[config.mk]
export PLATFORM = sky130hd
export DESIGN_NAME = i2c_slave_responder
export DESIGN_NICKNAME = d
export VERILOG_FILES = /design/src/rtl/i2c_slave_responder.sv
export SDC_FILE = /design/constraint.sdc
export NUM_CORES = 1
export LEC_CHECK = 0
export BUFFER_PORTS_ARGS = -buffer_cell sky130_fd_sc_hd__buf_2
export CAP_MARGIN = 20
export CORE_UTILIZATION = 58
export DETAILED_ROUTE_END_ITERATION = 10
export MAX_ROUTING_LAYER = met4
export PLACE_DENSITY = 0.79
export SLEW_MARGIN = 20
export SYNTH_ARGS = -nofsm -noshare
export SYNTH_HDL_FRONTEND = slang
export SYNTH_SLANG_ARGS = --single-unit
[constraint.sdc]
create_clock -name clk_i -period 3.3 [get_ports clk_i]
set_clock_uncertainty 0.2 [all_clocks]
set_input_delay 0.33 -clock clk_i [delete_from_list [all_inputs] [get_ports clk_i]]
set_output_delay 0.33 -clock clk_i [all_outputs]
set_load 0.05 [all_outputs]
[src/rtl/i2c_slave_responder.sv]
// Single-address I2C target: write bytes are strobed out, read bytes are fetched via tx_req_o/tx_valid_i.
// Define I2C_SLAVE_STRETCH_EN to hold SCL low on a read underrun instead of returning 8'hFF.
module i2c_slave_responder #(
  parameter logic [6:0] SLAVE_ADDR  = 7'h22,
  parameter int         SYNC_STAGES = 2
) (
  input  logic       clk_i,
  input  logic       rst_i,
  input  logic       scl_i,
  input  logic       sda_i,
  output logic       scl_o,
  output logic       sda_o,
  output logic [7:0] rx_data_o,
  output logic       rx_valid_o,
  output logic       rx_first_o,
  input  logic [7:0] tx_data_i,
  input  logic       tx_valid_i,
  output logic       tx_req_o,
  output logic       underrun_o,
  output logic       busy_o
);
  localparam logic [2:0] IDLE      = 3'd0;
  localparam logic [2:0] ADDR      = 3'd1;
  localparam logic [2:0] ADDR_ACK  = 3'd2;
  localparam logic [2:0] WR_DATA   = 3'd3;
  localparam logic [2:0] WR_ACK    = 3'd4;
  localparam logic [2:0] RD_DATA   = 3'd5;
  localparam logic [2:0] RD_ACK    = 3'd6;
  localparam logic [2:0] WAIT_STOP = 3'd7;

  logic [SYNC_STAGES-1:0] scl_sync, sda_sync;
  logic       scl_now, sda_now, scl_last, sda_last;
  logic       scl_rise, scl_fall, start, stop;
  logic [2:0] state;
  logic [3:0] bit_cnt;
  logic [7:0] shift, shift_in, tx_buf;
  logic       tx_have, rw, ack_phase, first, load_evt, hold;
`ifdef I2C_SLAVE_STRETCH_EN
  logic       stretch, rel;
  assign hold = stretch;
`else
  assign hold  = 1'b0;
  assign scl_o = 1'b1;
`endif

  // Synchronizer stage; idle bus level is high, so reset to 1 to avoid phantom edges
  always_ff @(posedge clk_i or posedge rst_i) begin
    if (rst_i) begin
      scl_sync <= '1;
      sda_sync <= '1;
      scl_last <= 1'b1;
      sda_last <= 1'b1;
    end else begin
      scl_sync <= {scl_sync[SYNC_STAGES-2:0], scl_i};
      sda_sync <= {sda_sync[SYNC_STAGES-2:0], sda_i};
      scl_last <= scl_now;
      sda_last <= sda_now;
    end
  end

  // Event detection stage
  assign scl_now  = scl_sync[SYNC_STAGES-1];
  assign sda_now  = sda_sync[SYNC_STAGES-1];
  assign scl_rise = scl_now & ~scl_last;
  assign scl_fall = ~scl_now & scl_last;
  assign start    = scl_now & scl_last & sda_last & ~sda_now;
  assign stop     = scl_now & scl_last & ~sda_last & sda_now;
  assign shift_in = {shift[6:0], sda_now};
  assign load_evt = scl_fall & ack_phase & (((state == ADDR_ACK) & rw) | (state == RD_ACK));

  // Protocol stage
  always_ff @(posedge clk_i or posedge rst_i) begin
    if (rst_i) begin
      state      <= IDLE;
      bit_cnt    <= 4'd0;
      shift      <= 8'h00;
      tx_buf     <= 8'h00;
      tx_have    <= 1'b0;
      rw         <= 1'b0;
      ack_phase  <= 1'b0;
      first      <= 1'b0;
      sda_o      <= 1'b1;
      rx_data_o  <= 8'h00;
      rx_valid_o <= 1'b0;
      rx_first_o <= 1'b0;
      tx_req_o   <= 1'b0;
      underrun_o <= 1'b0;
      busy_o     <= 1'b0;
`ifdef I2C_SLAVE_STRETCH_EN
      scl_o      <= 1'b1;
      stretch    <= 1'b0;
      rel        <= 1'b0;
`endif
    end else begin
      rx_valid_o <= 1'b0;
      rx_first_o <= 1'b0;
      underrun_o <= 1'b0;
`ifdef I2C_SLAVE_STRETCH_EN
      if (rel) begin
        scl_o <= 1'b1;
        rel   <= 1'b0;
      end
`endif
      // An early handshake parks the byte until the load edge
      if (tx_req_o && tx_valid_i && !hold) begin
        tx_buf   <= tx_data_i;
        tx_have  <= 1'b1;
        tx_req_o <= 1'b0;
      end
      if (start) begin
        state     <= ADDR;
        bit_cnt   <= 4'd0;
        sda_o     <= 1'b1;
        busy_o    <= 1'b1;
        tx_req_o  <= 1'b0;
        tx_have   <= 1'b0;
        ack_phase <= 1'b0;
`ifdef I2C_SLAVE_STRETCH_EN
        scl_o     <= 1'b1;
        stretch   <= 1'b0;
        rel       <= 1'b0;
`endif
      end else if (stop) begin
        state    <= IDLE;
        sda_o    <= 1'b1;
        tx_req_o <= 1'b0;
        tx_have  <= 1'b0;
        busy_o   <= 1'b0;
`ifdef I2C_SLAVE_STRETCH_EN
        scl_o    <= 1'b1;
        stretch  <= 1'b0;
        rel      <= 1'b0;
      end else if (stretch) begin
        if (tx_valid_i) begin
          shift    <= {tx_data_i[6:0], 1'b0};
          sda_o    <= tx_data_i[7];
          tx_req_o <= 1'b0;
          stretch  <= 1'b0;
          rel      <= 1'b1;
        end
`endif
      end else if (load_evt) begin
        tx_have  <= 1'b0;
        tx_req_o <= 1'b0;
        bit_cnt  <= 4'd1;
        state    <= RD_DATA;
        if (tx_have) begin
          shift <= {tx_buf[6:0], 1'b0};
          sda_o <= tx_buf[7];
        end else if (tx_req_o && tx_valid_i) begin
          shift <= {tx_data_i[6:0], 1'b0};
          sda_o <= tx_data_i[7];
        end else begin
`ifdef I2C_SLAVE_STRETCH_EN
          scl_o    <= 1'b0;
          stretch  <= 1'b1;
          tx_req_o <= 1'b1;
          sda_o    <= 1'b1;
`else
          shift      <= 8'hFE;
          sda_o      <= 1'b1;
          underrun_o <= 1'b1;
`endif
        end
      end else begin
        case (state)
          ADDR: if (scl_rise) begin
            shift   <= shift_in;
            bit_cnt <= bit_cnt + 4'd1;
            if (bit_cnt == 4'd7) begin
              if (shift_in[7:1] == SLAVE_ADDR) begin
                state     <= ADDR_ACK;
                rw        <= shift_in[0];
                ack_phase <= 1'b0;
              end else begin
                state <= WAIT_STOP;
              end
            end
          end
          ADDR_ACK: begin
            if (scl_rise && ack_phase && rw) tx_req_o <= 1'b1;
            if (scl_fall) begin
              if (!ack_phase) begin
                sda_o     <= 1'b0;
                ack_phase <= 1'b1;
              end else begin
                sda_o   <= 1'b1;
                state   <= WR_DATA;
                bit_cnt <= 4'd0;
                first   <= 1'b1;
              end
            end
          end
          WR_DATA: if (scl_rise) begin
            shift   <= shift_in;
            bit_cnt <= bit_cnt + 4'd1;
            if (bit_cnt == 4'd7) begin
              rx_data_o  <= shift_in;
              rx_valid_o <= 1'b1;
              rx_first_o <= first;
              first      <= 1'b0;
              state      <= WR_ACK;
              ack_phase  <= 1'b0;
            end
          end
          WR_ACK: if (scl_fall) begin
            if (!ack_phase) begin
              sda_o     <= 1'b0;
              ack_phase <= 1'b1;
            end else begin
              sda_o   <= 1'b1;
              state   <= WR_DATA;
              bit_cnt <= 4'd0;
            end
          end
          RD_DATA: if (scl_fall) begin
            if (bit_cnt == 4'd8) begin
              sda_o     <= 1'b1;
              state     <= RD_ACK;
              ack_phase <= 1'b0;
            end else begin
              sda_o   <= shift[7];
              shift   <= {shift[6:0], 1'b0};
              bit_cnt <= bit_cnt + 4'd1;
            end
          end
          RD_ACK: if (scl_rise && !ack_phase) begin
            if (!sda_now) begin
              tx_req_o  <= 1'b1;
              ack_phase <= 1'b1;
            end else begin
              state <= WAIT_STOP;
            end
          end
          default: ;
        endcase
      end
    end
  end
endmodule

==> key figures <==
Cells and area
  • # diodes: 0
  • Non-Filler Instances: 333
  • Nets: between 200 and 300
  • Share of cells above drive strength 1: a little over a quarter
  • Fin area: ~2800 µm²
  • FILL cells: about 320
  • Area growth from synthesis to layout: 9.666%

Synth
  • Yosys reg bits: 47
  • Syn Std Cell Area: around 2500 µm²
  • Cells after synthesis: ~260
  • Dominant cell type by area after synthesis: dfrtp_1
  • Syn. warnings: 0
  • Top-area cell type share of the netlist area: 39.25%
  • Most used DFF post-synth: dfrtp_1
  • Sequential share of the synthesized area: 46.47%
  • Count of cell types in the netlist: between 50 and 60
  • Synth async-reset ratio: 100.0%
  • Top-count cell post-synth: dfrtp_1
  • Synth Net Count: approximately 280
  • Synth cell count leaders: dfrtp_1, nand2_1, nor2_1
  • Synth area leaders: dfrtp_1, mux2_2, dfstp_2
  • Number of flops mapped to enable cells by yosys: 0
  • Synth Area per Inst: 9.770 µm²

Pwr
  • PwrDens: 866.6 nW/µm²
  • Leak Pwr: between 1 and 1.5 nW
  • VDD IR-drop max: around 0.38 mV
  • PnR Total Power: between 0.002 and 0.0025 W
  • Clock power share: between 10% and 20%
  • Switching power: 0.001069 W
  • Switching share of power: between 40% and 50%
  • Register share of total power: 40.5%
  • Comb pwr share: roughly 45%
  • Power Internal: approximately 0.0014 W

Place
  • RD Place Congestion: about 0.95
  • Inst Count DP: roughly 320
  • HPWL after DPL: about 3600 µm
  • Instance area at placement: approximately 2700 µm²
  • Pre-CTS setup slack: 496.0 ps
  • # port buffers: 26

Clocking
  • CTS tree: yes
  • Clock latency at the later pin of the worst-skew pair: approximately 300 ps
  • Worst-case clock buffer depth: 2
  • Clock slew at reported path FFs: roughly 90 ps
  • H-tree level count: 2
  • CTS Sinks: 47
  • Setup bufs post-CTS: 0
  • Clock Root Buffer: clkbuf_8
  • Num CTS Buffers: 5

GRT
  • Overflow after GRT: 0
  • First-pass GRT wire length: 8852 µm
  • Pin count of the biggest net entering global routing: 48
  • Vias in the first global route: 1,882
  • Antenna violations before repair: 0
  • Total GRT Usage: around a quarter

Worst setup path
  • Critical path required time: around 3300 ps
  • R2R Path End: shift[2]$_DFFE_PP0P_
  • CP peak stage delay: roughly 750 ps
  • CP Cell Sequence: o21ai_0, or4_1, a21oi_2, mux2_2
  • Worst R2R Path Depth: 4
  • Crit path max fanout: 22
  • CP arrival: roughly 2900 ps
  • Crit start category: flip-flop
  • Bufs and invs on worst path: 0
  • Crit path capture type: flip-flop
  • Critical path's slowest cell: dfrtp_1
  • Critical path class: reg2reg
  • Top delay family on crit path: flip-flops
  • FF-to-FF setup slack: about 410 ps
  • FF-to-FF Start: state[2]$_DFFE_PP0P_

Detailed routing
  • Drt wl/cell: about 16 µm
  • DRT antenna net count: 0
  • Total wire length: approximately 5200 µm
  • Drt first-iter violations: slightly above 200
  • Vias per std cell: roughly 6
  • DRC viols: 0
  • Drt pass-1 iters: 5
  • Via Count: between 1,500 and 2,000

Run status
  • Status: complete, no violations

Floorplanning
  • Core area: 4115 µm²
  • I/O pin total: 28
  • Die H: ~68 µm
  • # rows: 23
  • Overall die area: ~4700 µm²
  • Initial Util: between 60% and 70%
  • Die width: about 68 µm

STA
  • Fmax: between 300 and 400 MHz
  • Post-route clock period utilization: between 80% and 90%
  • Worst slew pin tran: between 700 and 800 ps
  • Final hold vios: 0
  • Final WS setup: 410.4 ps
  • TNS Setup: 0 ps
  • RSZ-0062 raised after global routing: false
  • Rel. slew slack: between 50 and 60%
  • Final min period: slightly below 3000 ps
  • Final setup viols: 0
  • Max Slew Vio Count: 0

Hold path
  • Class of the worst hold path: in2reg
  • Hold Path Sink: tx_buf[2]$_DFFE_PP0P_
  • HP Start: tx_data_i[2]
  • Worst hold stages: 2

Run
  • Max-Cap Viols: 0
## power by group through the flow
stage / clock network, W / registers, W / logic, W
after global routing: 0.000367 / 0.00102 / 0.00121
after floorplan: 0 / 0.00104 / 0.000797
after global placement: 0 / 0.000978 / 0.00104
after CTS: 0.000360 / 0.000975 / 0.00108
after detailed placement: 0 / 0.000986 / 0.00107
final: 0.000348 / 0.000982 / 0.00109
## cell families after synthesis
group,synth area share (%)
AND/OR/NAND/NOR,18.74
AO/OA/AOI/OAI,15.60
flip-flops,46.47
buffers and inverters,5.054
multiplexers,12.32
adder cells (fa/ha/maj),0.9812
XOR/XNOR,0.6871
other,0.1471
## worst reg2reg max path: cells and delay by family, from the launching register on
kind	cells	cell delay, ps
compound gates	2	740
mux	1	390
flops	1	750
simple gates	1	710
## per-stage QoR
stage          utilization [%]  hold WS [ps]
2_1_floorplan                -         134.5
3_3_place_gp             64.61         146.1
3_5_place_dp             64.61         147.2
4_1_cts                  67.22         59.24
5_1_grt                  67.95         70.40
6_report                 67.95         66.72
## final cells by class
type	count	area [µm²]	share of cell area, %
Multi-Input combinational cell	187	1236	44.21
Sequential cell	47	1185	42.37
Timing Repair Buffer	31	187.7	6.711
Clock buffer	5	68.82	2.461
Tap cell	50	62.56	2.237
Inverter	10	37.54	1.342
Clock inverter	3	18.77	0.6711
## routing by layer
metal	up-vias	part of all wire [%]	GRT usage, %
li1	960	-	-
met1	929	47	35.79
met2	68	47	39.58
met3	6	5.3	6.167
met4	0	1.1	6.771
met5	-	0	-
## layout by cell type (no fill, tap or decap), types with 2 or more instances in the layout
cell type,n
mux2_2,19
nand3_1,9
o22ai_1,3
clkbuf_8,5
o31ai_1,2
inv_1,9
mux2_4,6
nor2_1,25
a2111oi_0,2
a221o_1,2
clkinv_2,2
dfstp_2,7
nor2b_1,5
nand2b_1,5
o21ai_0,20
xor2_1,2
dlygate4sd3_1,3
nand2_1,25
nor3b_1,3
and3_1,2
buf_2,26
nor3_1,7
a31oi_1,4
ha_1,2
a21oi_1,14
and2_1,4
dfrtp_1,40
## worst max-delay path by stage
stage | start | endpoint | slack, ps | cells after the start
4_1_cts | state[2]$_DFFE_PP0P_ | shift[2]$_DFFE_PP0P_ | 470 | 4
2_1_floorplan | scl_last$_DFF_PP1_ | rx_data_o[0]$_DFFE_PP0P_ | 830 | 9
3_3_place_gp | state[2]$_DFFE_PP0P_ | shift[7]$_DFFE_PP0P_ | 580 | 4
5_1_grt | state[2]$_DFFE_PP0P_ | shift[6]$_DFFE_PP0P_ | 220 | 4
6_report | state[2]$_DFFE_PP0P_ | shift[2]$_DFFE_PP0P_ | 410 | 4
3_5_place_dp | state[2]$_DFFE_PP0P_ | shift[2]$_DFFE_PP0P_ | 500 | 4
## state kept, by name, summed over array words and instances (netlist names)
signal	flops
tx_have	1
tx_req_o	1
sda_sync	2
sda_o	1
first	1
ack_phase	1
underrun_o	1
rx_valid_o	1
scl_last	1
rx_data_o	8
bit_cnt	4
tx_buf	8
rx_first_o	1
scl_sync	2
state	3
busy_o	1
rw	1
shift	8
sda_last	1
## timing repair
action / 4_1_cts / 5_1_grt
resized for setup: 0 / 0
hold buffers: 2 / 1
endpoints found under the hold margin: 2 / 7
Power figures use the tool's default switching activity.
